`config.mk`:
```
export PLATFORM = sky130hd
export DESIGN_NAME = imem_boot_loader
export DESIGN_NICKNAME = d
export VERILOG_FILES = /design/src/rtl/imem_boot_loader.sv
export SDC_FILE = /design/constraint.sdc
export NUM_CORES = 1
export LEC_CHECK = 0
export CAP_MARGIN = 20
export CORE_MARGIN = 2
export CORE_UTILIZATION = 30
export DETAILED_ROUTE_END_ITERATION = 12
export DONT_BUFFER_PORTS = 1
export GPL_TIMING_DRIVEN = 1
export PLACE_DENSITY = 0.41
export SKIP_LAST_GASP = 1
export SLEW_MARGIN = 10
export SYNTH_ARGS = -nofsm -noshare
export SYNTH_HDL_FRONTEND = slang
export SYNTH_SLANG_ARGS = --single-unit
```
`constraint.sdc`:
```
create_clock -name clk -period 2.02 [get_ports clk]
set_clock_uncertainty 0.15 [all_clocks]
set_input_delay 0.404 -clock clk [delete_from_list [all_inputs] [get_ports clk]]
set_output_delay 0.404 -clock clk [all_outputs]
set_load 0.005 [all_outputs]
```
`src/rtl/imem_boot_loader.sv`:
```
// imem_boot_loader
//   Loads a DEPTH x 32 instruction RAM from a byte stream and sequences CPU
//   start-up. The pipeline is held while an image is loaded and released
//   afterwards. In RUN, IF fetches are passed to the RAM read port, and
//   addresses beyond DEPTH read as zero (nop).
//
//   Image format: one header byte N (word count, 1..DEPTH), followed by N
//   little-endian 32-bit words.
//
// Ports
//   clk, reset          clock (rising edge), async active-low reset
//   start               one-cycle load request (IDLE/RUN/ERR only)
//   rx_data/valid/ready byte stream handshake
//   pc_addr, instr      IF fetch address and instruction
//   cpu_hold            1 = pipeline frozen
//   mem_raddr/rdata     RAM read port (combinational read)
//   mem_we/waddr/wdata  RAM write port
//   words_loaded        words written by the current or last load
//   load_done           one-cycle pulse at end of a load
//   load_err            sticky error (bad header or timeout)
//
// state  | meaning
// IDLE   | held, waiting for start
// HDR    | waiting for word-count byte
// LOAD   | receiving image bytes
// DONE   | one-cycle completion, last write in flight
// RUN    | CPU released, fetches served from RAM
// ERR    | held after bad header or timeout
module imem_boot_loader #(
  parameter int DEPTH   = 64,
  parameter int AW      = 6,
  parameter int TIMEOUT = 100000,
  parameter bit AUTORUN = 1'b1
) (
  input  logic          clk,
  input  logic          reset,
  input  logic          start,
  input  logic [7:0]    rx_data,
  input  logic          rx_valid,
  output logic          rx_ready,
  input  logic [30:0]   pc_addr,
  output logic [31:0]   instr,
  output logic          cpu_hold,
  output logic [AW-1:0] mem_raddr,
  input  logic [31:0]   mem_rdata,
  output logic          mem_we,
  output logic [AW-1:0] mem_waddr,
  output logic [31:0]   mem_wdata,
  output logic [AW:0]   words_loaded,
  output logic          load_done,
  output logic          load_err
);

  localparam int TW = (TIMEOUT > 1) ? $clog2(TIMEOUT) : 1;

  typedef enum logic [2:0] {
    S_IDLE, S_HDR, S_LOAD, S_DONE, S_RUN, S_ERR
  } state_t;

  state_t        state, state_nxt;
  logic [7:0]    hdr_n;
  logic [1:0]    byte_idx;
  logic [23:0]   wbuf;
  logic [AW:0]   word_idx;
  logic [TW-1:0] timer;

  logic hs, start_acc, hdr_bad, last_word, timed_out;
  logic unused_pc;

  assign hs        = rx_valid & rx_ready;
  assign start_acc = start & ((state == S_IDLE) | (state == S_RUN) | (state == S_ERR));
  assign hdr_bad   = (rx_data == 8'd0) || (9'(rx_data) > 9'(DEPTH));
  // word_idx is the index of the word whose last byte is arriving now
  assign last_word = ((9'(word_idx) + 9'd1) == 9'(hdr_n));
  assign timed_out = (timer == TW'(TIMEOUT - 1));

  // state register
  always_ff @(posedge clk or negedge reset) begin
    if (!reset) begin
      if (AUTORUN) state <= S_RUN;
      else         state <= S_IDLE;
    end else begin
      state <= state_nxt;
    end
  end

  // next-state logic
  always_comb begin
    state_nxt = state;
    case (state)
      S_IDLE, S_RUN, S_ERR: if (start) state_nxt = S_HDR;
      S_HDR: begin
        if (hs)             state_nxt = hdr_bad ? S_ERR : S_LOAD;
        else if (timed_out) state_nxt = S_ERR;
      end
      S_LOAD: begin
        if (hs) begin
          if (byte_idx == 2'd3 && last_word) state_nxt = S_DONE;
        end else if (timed_out) begin
          state_nxt = S_ERR;
        end
      end
      S_DONE:  state_nxt = S_RUN;
      default: state_nxt = state;
    endcase
  end

  // state-decoded outputs
  always_comb begin
    cpu_hold  = (state != S_RUN);
    rx_ready  = (state == S_HDR) || (state == S_LOAD);
    load_done = (state == S_DONE);
  end

  // load datapath, timer and write port
  always_ff @(posedge clk or negedge reset) begin
    if (!reset) begin
      hdr_n        <= '0;
      byte_idx     <= '0;
      wbuf         <= '0;
      word_idx     <= '0;
      timer        <= '0;
      mem_we       <= 1'b0;
      mem_waddr    <= '0;
      mem_wdata    <= '0;
      words_loaded <= '0;
      load_err     <= 1'b0;
    end else begin
      mem_we <= 1'b0;

      if (start_acc) begin
        load_err     <= 1'b0;
        words_loaded <= '0;
        timer        <= '0;
        byte_idx     <= '0;
        word_idx     <= '0;
      end

      if (state == S_HDR || state == S_LOAD) begin
        if (hs) timer <= '0;
        else    timer <= timer + 1'b1;
        if (!hs && timed_out) load_err <= 1'b1;
      end

      if (state == S_HDR && hs) begin
        hdr_n    <= rx_data;
        byte_idx <= '0;
        word_idx <= '0;
        if (hdr_bad) load_err <= 1'b1;
      end

      if (state == S_LOAD && hs) begin
        byte_idx <= byte_idx + 1'b1;
        case (byte_idx)
          2'd0: wbuf[7:0]   <= rx_data;
          2'd1: wbuf[15:8]  <= rx_data;
          2'd2: wbuf[23:16] <= rx_data;
          default: begin
            mem_we       <= 1'b1;
            mem_waddr    <= word_idx[AW-1:0];
            mem_wdata    <= {rx_data, wbuf};
            word_idx     <= word_idx + 1'b1;
            words_loaded <= words_loaded + 1'b1;
          end
        endcase
      end
    end
  end

  // fetch path
  assign mem_raddr = pc_addr[AW+1:2];
  assign instr     = (cpu_hold || (pc_addr[30:2] >= 29'(DEPTH))) ? 32'd0 : mem_rdata;
  assign unused_pc = ^pc_addr[1:0];

endmodule

```
==> run summary, run 1 <==
Sink Count -> 108
Die ar. -> 18400 sq um
Mapped Nets -> 621
sequential area share after synthesis -> 0.521
drt via density -> 4.91
crit path capture type -> output pin
clock buffer depth -> 2
die height -> 136 microns
total grt overflow -> 0
clk slew on worst S/H paths -> 70 ps
R2R Path End -> hdr_n[5]$_DFFE_PN0P_
worst-margin pin slew -> 420 ps
Post-synth top cells -> 151 x nand2_1, 107 x dfrtp_1, 38 x o21ai_0
utilization after layout -> 0.351
Async S/R FF share, synth -> 1.00
arrival time worst endpoint -> 1790 ps
Pwr Total -> 5.70 mW
global-route wire length before repair -> 19900 microns
layout cells sized above 1 -> 0.174
Synth Register Bits -> 108
detailed placer's ending HPWL -> 8690 microns
number of buffers created by CTS -> 9
DP Area -> 5570 sq um
H-tree levels -> 3
vias in the first global route -> 3605
WL met1 -> 5930 microns
Max Freq -> 427 MHz
final setup vio count -> 33
Worst-Skew Late Latency -> 350 ps
P&R area growth vs syn -> 15.8%
flop2flop setup slack -> 60 ps
# rows -> 48
Nets -> 636
Die W -> 136 microns
CP max FO -> 32
DRT Wirelength -> 12700 microns
Tmin final -> 2340 ps
main area contributors after synthesis -> dfrtp_1 52%, nand2_1 11%, mux2_2 6.9%
post-route insts no fill -> 784
FF-to-FF path depth -> 6
hold-fix buffer count after cts -> 4
worst setup margin -> -321 ps
Placed Cells incl. Taps -> 757
WS Path Type -> flop to output pin
worst min-delay path class -> input port to asynchronous set/reset pin
Root Driver -> clkbuf_16
Fin. Hold Viols -> 108
Initial DRC Count -> 198
I/O pins -> 163
RSZ-0062 raised after global routing -> true
CTS tree -> yes
EDFF count, synth -> 0
Avg Cell Area, Syn -> 9.63 sq um
routed wl met2 -> 6040 microns
Worst EP required -> 1470 ps
Top Metal Used -> met4
Yosys Warn Count -> 0
Initial Util -> 0.303
drt pass-1 iters -> 5
DR WL/cell -> 16.3 microns
global-route usage over all layers -> 0.141
top-count cell post-synth -> nand2_1
RePlAce Congestion -> 0.755
status -> complete, but fails checks
Port Buf Inserts -> 0
post-synth cell types -> 51
final hold slack -> -407 ps
Max Cap Viol -> 0
Inserted Diodes -> 0
routed wl met3 -> 594 microns
core area -> 17100 sq um
Worst VDD drop -> 0.440 mV
Pins Over Slew Limit -> 0
DRT antenna net count -> 0
Critical Path Start Type -> flop
DRC -> 0
synthesized area -> 5190 sq um
LEAKAGE -> 2.85 nW
total number of vias -> 3851
pin count of the biggest net entering global routing -> 109
Post-Layout Inst Area -> 6010 sq um
failing checks -> negative hold slack, negative setup slack
Most used DFF post-synth -> dfrtp_1
Yosys top cell by area -> dfrtp_1
Tcrit/Tclk final -> 1.16
cells after synthesis -> 539
start of the worst register-to-register path -> state[2]$_DFFE_PN1P_
post-synth top area share -> 0.516
worst slack at placement -> -83.2 ps
Cell Pwr Density -> 947 nW/um^2
Slew HR -> 0.718
initial antenna violation count -> 0
repair_timing:
action / in CTS / in global routing
setup endpoints to repair: 33 / 86
buffers inserted: 2 / 5
endpoints found under the hold margin: 112 / 108
gates resized for setup: 0 / 12
pin swaps: 0 / 3
how the worst max path moves through the flow:
stage,from,slack (ps),to,depth (start not counted)
finish,state[2]$_DFFE_PN1P_,-320,instr[6],5
global route,state[2]$_DFFE_PN1P_,-410,instr[18],5
CTS,state[2]$_DFFE_PN1P_,-340,instr[6],5
detailed placement,rx_data[1],-80,load_err$_DFF_PN0_,5
global placement,rx_data[1],-70,load_err$_DFF_PN0_,5
floorplan,state[2]$_DFFE_PN1P_,-30,instr[10],6
per-layer routing:
metal,track usage,up-vias
li1,-,1874
met4,0.0451,0
met2,0.219,69
met5,0,-
met1,0.192,1897
met3,0.0385,11
layout make-up:
type / count / area, sq um
clock buffer: 12 / 236
sequential: 108 / 2700
inverter: 6 / 25.0
tap: 225 / 282
clock inverter: 4 / 73.8
timing repair buffer: 36 / 334
multi-input combinational: 393 / 2360
fill: 1744 / 11100
flip-flops by register name, summed over array words and instances, names as in the netlist:
name and cells:
mem_wdata 32, mem_waddr 6, word_idx 7, byte_idx 2
mem_we 1, state 3, timer 17, words_loaded 7
hdr_n 8, load_err 1, wbuf 24
logic make-up (layout without fill, tap and decap cells):
group | after synthesis | in the layout | synth area share
and+or+nand+nor | 263 | 263 | 0.242
DFF | 108 | 108 | 0.521
AOI/OAI and AO/OA | 80 | 80 | 0.0974
buffers and inverters | 38 | 58 | 0.0345
muxes | 32 | 32 | 0.0694
xor gates and xnor gates | 11 | 11 | 0.0186
adders and majority gates | 7 | 7 | 0.0169
through the flow:
step	hold slack [ps]	setup TNS, ps
3_5_place_dp	-37.2	-211
4_1_cts	-425	-11110
6_report	-407	-10210
3_3_place_gp	-38.2	-121
2_1_floorplan	-41.6	-726
5_1_grt	-429	-13380
report_power, final:
group	internal, mW	switching, mW
Sequential	2.40	0.183
Clock	1.09	0.799
Combinational	0.633	0.595
Total	4.12	1.58
layout by cell type, fill, tap and decap left out, types with 3 or more instances in the layout:
cell type        n
xnor2_1          6
nor4_1           7
inv_1            4
nand4_1         10
and4_1           3
mux2_2          32
and3_1           3
dlygate4sd3_1    4
buf_12           4
nor2_1          15
nand2_1        150
o31ai_1         10
ha_1             6
a21oi_1         10
xor2_1           5
nor3_1           4
dfrtp_1        107
and2_1          33
nand3_1         16
a31oi_1          4
o21ai_1          4
buf_4           27
o21ai_0         34
nand2b_1         3
clkbuf_1         3
clkbuf_16        9
worst max-delay path, cell delays in order (launching register included):
cell     delay [ps]
dfstp_2         560
inv_4            30
or3_4           340
nor3_4          160
buf_12          180
and2_1          160
Power figures use the tool's default switching activity.
==> run 2: changes to the inputs <==
--- a/config.mk
+++ b/config.mk
@@ -10,8 +10,7 @@
 export CORE_UTILIZATION = 30
 export DETAILED_ROUTE_END_ITERATION = 12
 export DONT_BUFFER_PORTS = 1
-export GPL_TIMING_DRIVEN = 1
-export PLACE_DENSITY = 0.41
+export PLACE_DENSITY = 0.4
 export SKIP_LAST_GASP = 1
 export SLEW_MARGIN = 10
 export SYNTH_ARGS = -nofsm -noshare
==> constraint.sdc (replaced) <==
create_clock -name clk -period 2.5 [get_ports clk]
set_clock_uncertainty 0.15 [all_clocks]
set_input_delay 0.5 -clock clk [delete_from_list [all_inputs] [get_ports clk]]
set_output_delay 0.5 -clock clk [all_outputs]
set_load 0.005 [all_outputs]
==> run summary, run 2 (synthesis results as in run 1) <==
Tmin final -> 2470 ps
crit-path cells -> inv_2, or3_4, nor3_4, buf_6, buf_6, and2_1
number of buffers created by CTS -> 9 (unchanged)
initial antenna violation count -> 0 (unchanged)
clock share of power -> 0.337 (+0.005)
CP max FO -> 8 (-75%)
drt pass-1 iters -> 4 (-1)
biggest regs -> mem_wdata: 32 flops, wbuf: 24 flops, timer: 17 flops
layout cells sized above 1 -> 0.195 (+0.0213)
max reg flops -> 32 (unchanged)
internal power -> 3.16 mW (-23%)
start of the worst register-to-register path -> state[2]$_DFFE_PN1P_
Initial Util -> 0.303 (unchanged)
crit path buf inv count -> 3 (+1)
crit-path leading delay family -> simple AND/OR/NAND/NOR gates
DRC -> 0 (unchanged)
clk slew on worst S/H paths -> 70 ps (about the same)
final hold slack -> -312 ps (+95.0 ps)
pin count of the biggest net entering global routing -> 109 (unchanged)
vias in the first global route -> 3681 (+2.1%)
LEAKAGE -> 2.74 nW (-3.8%)
CP dominant cell by count -> buf_6
arrival time worst endpoint -> 1820 ps (+30 ps)
DRT antenna net count -> 0 (unchanged)
flop2flop setup slack -> 230 ps (+170 ps)
Tcrit/Tclk final -> 0.990
Gate power share -> 0.185 (-0.030)
P&R area growth vs syn -> 12.6%
DR WL/cell -> 16.6 microns (+1.9%)
Fin. Hold Viols -> 108 (unchanged)
crit path capture type -> output pin
Post-Layout Inst Area -> 5840 sq um (-2.8%)
Initial DRC Count -> 209 (+5.6%)
DP Area -> 5390 sq um (-3.4%)
clock buffer depth -> 2 (unchanged)
I/O pins -> 163 (unchanged)
most common cell after layout, fill and taps aside -> nand2_1
Worst path max stage delay -> 540 ps (-20 ps)
Slew HR -> 0.593 (-0.125)
global-route wire length before repair -> 19800 microns (-0.55%)
Die ar. -> 18400 sq um (unchanged)
Worst VDD drop -> 0.378 mV (-14%)
core area -> 17100 sq um (unchanged)
RePlAce Congestion -> 0.728 (-3.7%)
H-tree levels -> 3 (unchanged)
Reg power frac -> 0.478 (+0.025)
worst min-delay path class -> input port to asynchronous set/reset pin
DRT Wirelength -> 12600 microns (-0.75%)
Cell Pwr Density -> 750 nW/um^2 (-21%)
Die W -> 136 microns (unchanged)
Worst path slowest cell -> dfstp_2
Nets -> 616 (-3.1%)
Max Cap Viol -> 0 (unchanged)
Pwr Total -> 4.38 mW (-23%)
Sink Count -> 108 (unchanged)
Worst-Skew Late Latency -> 350 ps (about the same)
Inserted Diodes -> 0 (unchanged)
Worst EP required -> 1850 ps (+380 ps)
R2R Path End -> word_idx[3]$_DFF_PN0_
status -> complete, but fails checks
FF-to-FF path depth -> 7 (+1)
Max Freq -> 404 MHz
most frequent cells in the layout -> 150 x nand2_1, 106 x dfrtp_1, 38 x o21ai_0, 32 x mux2_2, 27 x and2_4
Critical Path Start Type -> flop
failing checks -> negative hold slack
die height -> 136 microns (unchanged)
drt via density -> 5.04 (+2.5%)
CTS tree -> yes
final setup vio count -> 0 (-100%)
RSZ-0062 raised after global routing -> true
worst-margin pin slew -> 611 ps (+191 ps)
# rows -> 48 (unchanged)
Root Driver -> clkbuf_16
detailed placer's ending HPWL -> 8280 microns (-4.7%)
total grt overflow -> 0 (unchanged)
Pins Over Slew Limit -> 0 (unchanged)
WS Path Type -> flop to output pin
total number of vias -> 3848 (-0.078%)
Port Buf Inserts -> 0 (unchanged)
Largest Register -> mem_wdata
Net Sw Frac -> 0.279 (+0.00232)
global-route usage over all layers -> 0.139 (-0.00204)
Psw -> 1.22 mW (-22%)
run 2: per-stage QoR:
stage	hold slack, ps	TNS, ps	worst slack, ps	cells	util
2_1_floorplan	54.4	0	123	539	-
3_3_place_gp	57.9	0	185	741	0.315
3_5_place_dp	58.3	0	154	741	0.315
4_1_cts	-333	-26.1	-5.63	763	0.337
5_1_grt	-339	-1410	-53.7	764	0.341
6_report	-312	0	25.6	764	0.341
run 2: power by group through the flow:
| stage | Combinational [mW] | Clock, mW | Sequential (mW) |
|---|---|---|---|
| floorplan | 0.641 | 0 | 2.07 |
| finish | 0.811 | 1.47 | 2.09 |
| global route | 0.894 | 1.62 | 2.12 |
| detailed placement | 0.772 | 0 | 2.14 |
| CTS | 0.813 | 1.54 | 2.09 |
| global placement | 0.753 | 0 | 2.13 |
run 2: worst max-delay path by stage:
| stage | cells past startpoint | to | startpoint |
|---|---|---|---|
| 2_1_floorplan | 6 | instr[10] | state[2]$_DFFE_PN1P_ |
| 3_3_place_gp | 5 | instr[10] | state[2]$_DFFE_PN1P_ |
| 3_5_place_dp | 5 | instr[26] | state[2]$_DFFE_PN1P_ |
| 4_1_cts | 6 | instr[14] | state[2]$_DFFE_PN1P_ |
| 5_1_grt | 6 | instr[3] | state[2]$_DFFE_PN1P_ |
| 6_report | 6 | instr[19] | state[2]$_DFFE_PN1P_ |
run 2: layout make-up:
class	count	area, sq um
Fill cell	1778	11300
Sequential cell	108	2710
Multi-Input combinational cell	393	2390
Tap cell	225	282
Clock buffer	13	260
Timing Repair Buffer	16	139
Clock inverter	3	45.0
Inverter	6	22.5
run 2: routing by layer:
layer | track usage | vias up | part of all wire
li1 | - | 1828 | -
met1 | 0.189 | 1921 | 0.46
met2 | 0.215 | 87 | 0.48
met3 | 0.0378 | 12 | 0.046
met4 | 0.0509 | 0 | 0.014
met5 | 0 | - | 0
run 2: what timing repair did:
action,CTS,global route
buffers inserted,3,1
hold endpoints to repair,108,108
gates resized for setup,13,26
setup endpoints to repair,32,32
cloned,3,0
pin swaps,1,20
